`config.mk`:
```
export PLATFORM = sky130hd
export DESIGN_NAME = myip_v1_0
export DESIGN_NICKNAME = d
export VERILOG_FILES = /design/src/rtl/myip_pkg.sv /design/src/rtl/sobel_grad_1d.sv /design/src/rtl/myip_v1_0.sv
export SDC_FILE = /design/constraint.sdc
export NUM_CORES = 1
export LEC_CHECK = 0
export ABC_CLOCK_PERIOD_IN_PS = 10700
export BUFFER_PORTS_ARGS = -buffer_cell sky130_fd_sc_hd__buf_2
export CAP_MARGIN = 10
export CORE_MARGIN = 4
export CORE_UTILIZATION = 38
export CTS_CLUSTER_DIAMETER = 200
export CTS_CLUSTER_SIZE = 40
export DETAILED_ROUTE_END_ITERATION = 10
export REMOVE_ABC_BUFFERS = 1
export SKIP_CTS_REPAIR_TIMING = 1
export SLEW_MARGIN = 20
export SYNTH_ARGS = -nofsm -noshare
export SYNTH_HDL_FRONTEND = slang
export SYNTH_SLANG_ARGS = --single-unit
export TNS_END_PERCENT = 5
```
`constraint.sdc`:
```
create_clock -name ACLK -period 10.7 [get_ports ACLK]
set_input_delay 2.14 -clock ACLK [delete_from_list [all_inputs] [get_ports ACLK]]
set_output_delay 2.14 -clock ACLK [all_outputs]
set_load 0.005 [all_outputs]
```
`src/rtl/myip_pkg.sv`:
```
// Shared types and defaults for the myip_v1_0 horizontal Sobel coprocessor.
// No logic; sizes derived here keep top and sub-module consistent.
package myip_pkg;

  typedef enum logic [1:0] {IDLE, READ, COMPUTE, WRITE} state_t;

  localparam int NUM_WORDS_DEF   = 8;
  localparam int PIXEL_WIDTH_DEF = 8;

  // Counter width for a row of n words; never narrower than one bit.
  function automatic int cnt_w(input int n);
    return (n > 1) ? $clog2(n) : 1;
  endfunction

endpackage

```
`src/rtl/sobel_grad_1d.sv`:
```
// Combinational |next - prev| gradient unit, binarised when MYIP_THRESHOLD_EN is defined.
// Zero latency; no flow control, the caller time-multiplexes it one result per cycle.
module sobel_grad_1d
  import myip_pkg::*;
#(
  parameter int PIXEL_WIDTH = PIXEL_WIDTH_DEF
`ifdef MYIP_THRESHOLD_EN
  , parameter int THRESHOLD = 64
`endif
) (
  input  logic [PIXEL_WIDTH-1:0] pix_next,
  input  logic [PIXEL_WIDTH-1:0] pix_prev,
  output logic [PIXEL_WIDTH-1:0] grad
);

  logic signed [PIXEL_WIDTH:0] diff;
  logic        [PIXEL_WIDTH-1:0] mag;

  // One extra bit makes the difference signed; its magnitude always fits PIXEL_WIDTH.
  always_comb begin
    diff = $signed({1'b0, pix_next}) - $signed({1'b0, pix_prev});
    mag  = diff[PIXEL_WIDTH] ? PIXEL_WIDTH'(-diff) : diff[PIXEL_WIDTH-1:0];
`ifdef MYIP_THRESHOLD_EN
    grad = (mag >= PIXEL_WIDTH'(THRESHOLD)) ? '1 : '0;
`else
    grad = mag;
`endif
  end

endmodule

```
`src/rtl/myip_v1_0.sv`:
```
// AXI4-Stream 1-D Sobel [-1 0 +1] over a fixed row; MYIP_THRESHOLD_EN binarises results.
// Latency: first output NUMBER_OF_OUTPUT_WORDS+1 cycles after the last input handshake.
// Backpressure: input accepted only in READ; output held stable while M_AXIS_TREADY is low.
module myip_v1_0
  import myip_pkg::*;
#(
  parameter int NUMBER_OF_INPUT_WORDS  = NUM_WORDS_DEF,
  parameter int NUMBER_OF_OUTPUT_WORDS = NUM_WORDS_DEF,
  parameter int PIXEL_WIDTH            = PIXEL_WIDTH_DEF,
  parameter int C_AXIS_TDATA_WIDTH     = 32
`ifdef MYIP_THRESHOLD_EN
  , parameter int THRESHOLD            = 64
`endif
) (
  input  logic                          ACLK,
  input  logic                          ARESETN,
  output logic                          S_AXIS_TREADY,
  input  logic [C_AXIS_TDATA_WIDTH-1:0] S_AXIS_TDATA,
  input  logic                          S_AXIS_TLAST,
  input  logic                          S_AXIS_TVALID,
  output logic                          M_AXIS_TVALID,
  output logic [C_AXIS_TDATA_WIDTH-1:0] M_AXIS_TDATA,
  output logic                          M_AXIS_TLAST,
  input  logic                          M_AXIS_TREADY
);

  localparam int            CW       = cnt_w(NUMBER_OF_INPUT_WORDS);
  localparam logic [CW-1:0] LAST_IN  = CW'(NUMBER_OF_INPUT_WORDS - 1);
  localparam logic [CW-1:0] LAST_OUT = CW'(NUMBER_OF_OUTPUT_WORDS - 1);

  state_t                 state, state_nxt;
  logic [CW-1:0]          rd_cnt, cmp_cnt, wr_cnt, wr_nxt;
  logic [CW-1:0]          prev_idx, next_idx;
  logic [PIXEL_WIDTH-1:0] pix [NUMBER_OF_INPUT_WORDS];
  logic [PIXEL_WIDTH-1:0] res [NUMBER_OF_OUTPUT_WORDS];
  logic [PIXEL_WIDTH-1:0] grad;
  logic [PIXEL_WIDTH-1:0] m_dat;
  logic                   m_vld, m_last;
  logic                   s_hs, m_hs;
  logic                   unused_ok;

  assign unused_ok     = ^{S_AXIS_TLAST, S_AXIS_TDATA[C_AXIS_TDATA_WIDTH-1:PIXEL_WIDTH]};
  assign S_AXIS_TREADY = (state == READ);
  assign s_hs          = S_AXIS_TVALID & S_AXIS_TREADY;
  assign m_hs          = m_vld & M_AXIS_TREADY;
  assign M_AXIS_TVALID = m_vld;
  assign M_AXIS_TLAST  = m_last;
  assign M_AXIS_TDATA  = C_AXIS_TDATA_WIDTH'(m_dat);

  // Row edges replicate the border pixel.
  assign prev_idx = (cmp_cnt == '0)      ? '0      : cmp_cnt - CW'(1);
  assign next_idx = (cmp_cnt == LAST_IN) ? LAST_IN : cmp_cnt + CW'(1);
  assign wr_nxt   = wr_cnt + CW'(1);

  sobel_grad_1d #(
    .PIXEL_WIDTH (PIXEL_WIDTH)
`ifdef MYIP_THRESHOLD_EN
    , .THRESHOLD (THRESHOLD)
`endif
  ) u_grad (
    .pix_next (pix[next_idx]),
    .pix_prev (pix[prev_idx]),
    .grad     (grad)
  );

  always_ff @(posedge ACLK or negedge ARESETN) begin
    if (!ARESETN) state <= IDLE;
    else          state <= state_nxt;
  end

  always_comb begin
    state_nxt = state;
    case (state)
      IDLE:    if (S_AXIS_TVALID)                state_nxt = READ;
      READ:    if (s_hs && rd_cnt == LAST_IN)    state_nxt = COMPUTE;
      COMPUTE: if (cmp_cnt == LAST_OUT)          state_nxt = WRITE;
      WRITE:   if (m_hs && m_last)               state_nxt = IDLE;
      default:                                   state_nxt = IDLE;
    endcase
  end

  // Output register loads one cycle after entering WRITE, then refills on each accept.
  always_ff @(posedge ACLK or negedge ARESETN) begin
    if (!ARESETN) begin
      rd_cnt  <= '0;
      cmp_cnt <= '0;
      wr_cnt  <= '0;
      m_vld   <= 1'b0;
      m_last  <= 1'b0;
      m_dat   <= '0;
    end else begin
      case (state)
        READ:    if (s_hs) rd_cnt <= (rd_cnt == LAST_IN) ? '0 : rd_cnt + CW'(1);
        COMPUTE: cmp_cnt <= (cmp_cnt == LAST_OUT) ? '0 : cmp_cnt + CW'(1);
        WRITE: begin
          if (!m_vld) begin
            m_vld  <= 1'b1;
            m_dat  <= res[wr_cnt];
            m_last <= (wr_cnt == LAST_OUT);
          end else if (M_AXIS_TREADY) begin
            if (m_last) begin
              wr_cnt <= '0;
              m_vld  <= 1'b0;
              m_last <= 1'b0;
              m_dat  <= '0;
            end else begin
              wr_cnt <= wr_nxt;
              m_dat  <= res[wr_nxt];
              m_last <= (wr_nxt == LAST_OUT);
            end
          end
        end
        default: ;
      endcase
    end
  end

  always_ff @(posedge ACLK) begin
    if (s_hs)               pix[rd_cnt] <= S_AXIS_TDATA[PIXEL_WIDTH-1:0];
    if (state == COMPUTE)   res[cmp_cnt] <= grad;
  end

endmodule

```
==> results.md <==
- Status: finished clean
- CTS tree: built
- Cell Area, Synth: 7860 sq um
- Initial antenna violation count: 0
- Hold Crit Start: m_dat[2]
- Clock Skew: about 0.011 ns
- Die X: 152 um
- Yosys reg bits: 149
- Clk Latency, worst-skew pair: between 0.4 and 0.5 ns
- Die area: 23000 sq um
- Num Clock Sinks: about 150
- Crit path max-delay family: adder cells
- Most common cell after layout, fill and taps aside: edfxtp_1
- Gpl congestion: 0.727
- WP buf/inv: 3
- Routed vias: between 4000 and 5000
- Core box area: between 20000 and 25000 sq um
- Max frequency: ~190 MHz
- Clk root buf: clkbuf_16
- Hold crit path type: flip-flop to flip-flop
- Post-synth EDFFs: approximately 130
- Crit start category: flip-flop
- Syn_area_per_cell: 15.8 sq um
- H-tree depth: 4
- Type of the worst setup path: flip-flop to flip-flop
- Leading area contributor after synthesis: edfxtp_1
- Period utilisation layout: 0.493
- Minimum clock period: 5.28 ns
- Ys flop type: edfxtp_1
- Register clock-pin slew on the reported worst setup and hold paths: 0.06 ns
- DRC viols: 0
- Final slew viol count: 0
- Worst path arrival time: between 5 and 6 ns
- Crit path cell chain: inv_4, ha_1, ha_1, nor2_2, buf_4, mux4_1, mux2i_1, inv_1, fa_1, nand2b_1, a211oi_2, o31a_1, o21ai_4, nand3_1, xor2_1
- Via density: between 5 and 6
- I/O Buffers: 22
- Synth Area in XOR/XNOR: 0.0112
- Largest net degree at the start of global routing: 37
- Worst Tran Pin Value: about 1.0 ns
- Final nets: 581
- Sum Neg Setup Slack: 0 ns
- Diode count: 0
- Adder-cell share of the synthesized area: 0.0424
- Share of the synthesized area in the top cell type: 0.489
- First-pass GRT wire length: between 20000 and 25000 um
- Number of global-route vias before repair: about 4400
- Post-synthesis sequential area ratio: 0.556
- Compound-Gate Fraction of Synth Area: 0.0599
- Top Ports: about 70
- Initial Utilization: 0.387
- CP required: about 11 ns
- Share of cells above drive strength 1: 0.222
- Top post-synthesis cells by area: edfxtp_1 49%, mux4_2 11%, dfrtp_1 6.7%, mux4_1 5.7%, mux2i_1 4.7%
- Final global-route overflow total: 0
- Std cell rows: 52
- Post-DP HPWL: approximately 11000 um
- Largest family of logic cells by synthesized area: multiplexers
- Slowest CP cell: dfrtp_1
- Critical-path maximum fanout: 16
- Worst Setup SP: cmp_cnt[0]
- Post-Syn Instances: 498
- Synth cell types: between 50 and 60
- Worst Setup End Kind: flip-flop
- Die height: between 150 and 200 um
- DRT iter0 DRCs: about 210
- Max Buffers Root-to-Sink: 2
- Area Growth Syn to Fin: 10.1%
- Commonest non-fill, non-tap cells in the layout: 128 x edfxtp_1, 38 x mux4_2, 37 x mux2i_1
- Slew margin rel.: 0.302
- Simple-gate share of the synthesized area: 0.0526
- Tot GR Track Use: 0.146
- Crit-path most repeated cell: ha_1
- RR Startpoint: cmp_cnt[0]
- Antenna Nets Post-Route: 0
- YS warnings: 0
- Detailed Route WL: roughly 16000 um
- RSZ-0062 raised after global routing: false
- Routed wire length per instance: 20.0 um
- Largest stage delay, worst path: 0.91 ns
- Final setup viols: 0
- MaxCap Viol Count: 0
- Fillers: between 1500 and 2000
- CTS buffer count: 17
- Multiplexer share of the synthesized area: 0.223
- 1st-pass router iterations: 5
- Final Hold Vio Count: 0
- Async SR Flop Fraction: 0.141
-- worst min-delay path: cells and delay by family (launching register included) --
family	cells	cell delay [ns]
flops	1	0.34
compound gates	1	0.06
simple gates	1	0.05
-- kinds of logic (layout without fill, tap and decap cells) --
| kind of cell | Yosys count | after routing |
|---|---|---|
| AO/OA/AOI/OAI | 66 | 66 |
| XOR/XNOR | 10 | 10 |
| adder cells (fa/ha/maj) | 26 | 26 |
| buffers and inverters | 65 | 75 |
| flip-flops | 149 | 149 |
| multiplexers | 98 | 98 |
| other | 1 | 24 |
| AND/OR/NAND/NOR | 83 | 83 |
-- Yosys cell counts (all sizes together), types with 2 or more instances --
library cell / number
mux2: 5
a211oi: 3
ha: 25
a221oi: 3
nor2: 19
mux4: 56
nor2b: 2
o21ai: 22
nand3: 10
inv: 17
or2: 2
edfxtp: 128
o22ai: 3
o211ai: 2
mux2i: 37
xnor2: 6
o22a: 8
o31ai: 3
nor3: 9
nand2: 27
dfrtp: 21
a21o: 4
o221ai: 2
nand3b: 2
xor2: 4
buf: 45
nand2b: 8
a21oi: 8
clkbuf: 3
-- worst paths after layout --
kind                       cells after the start  slack, ns    endpoint
setup / recovery                              15       5.42   res[5][5]
hold / removal                                 2       0.48    m_dat[2]
setup reg to reg                              15       5.42   res[5][5]
hold reg to reg                                2       0.48    m_dat[2]
max in group asynchronous                      1       8.67  cmp_cnt[1]
min in group asynchronous                      1       1.69   wr_cnt[0]
-- cell type report --
cell class / count / area, sq um / area share
clock buffers: 20 / 437 / 0.0505
multi-input cells: 307 / 3190 / 0.369
repair buffers: 26 / 140 / 0.0162
flip-flops and latches: 149 / 4370 / 0.505
clock inverters: 12 / 111 / 0.0129
well taps: 270 / 338 / 0.0391
inverters: 17 / 66.3 / 0.00767
-- flip-flops by register name, summed over array words and instances (netlist names) --
signal	count
M_AXIS_TVALID	1
res	64
cmp_cnt	3
m_dat	8
wr_cnt	3
rd_cnt	3
state	2
M_AXIS_TLAST	1
pix	64
-- metrics by stage --
stage                     std cells  hold slack, ns  setup slack (ns)   util  instance area [sq um]
after detailed placement        769           0.474              5.41  0.399                   8100
after floorplan                 473           0.479              5.92      -                   7580
after global routing            801           0.526              5.11  0.426                   8650
final                           801           0.479              5.42  0.426                   8650
after global placement          769           0.464              5.52  0.399                   8100
after CTS                       801           0.487              5.35  0.426                   8650
-- routing by layer --
metal,GRT usage,vias to the layer above,wire length (um)
met3,0.0318,11,553
met2,0.260,103,8610
met4,0.0467,0,125
met5,0,-,0
li1,-,1969,-
met1,0.178,2199,6760
Power is not shown: default switching activity piles up to over one toggle a cycle in this logic, so the estimate is an artifact.
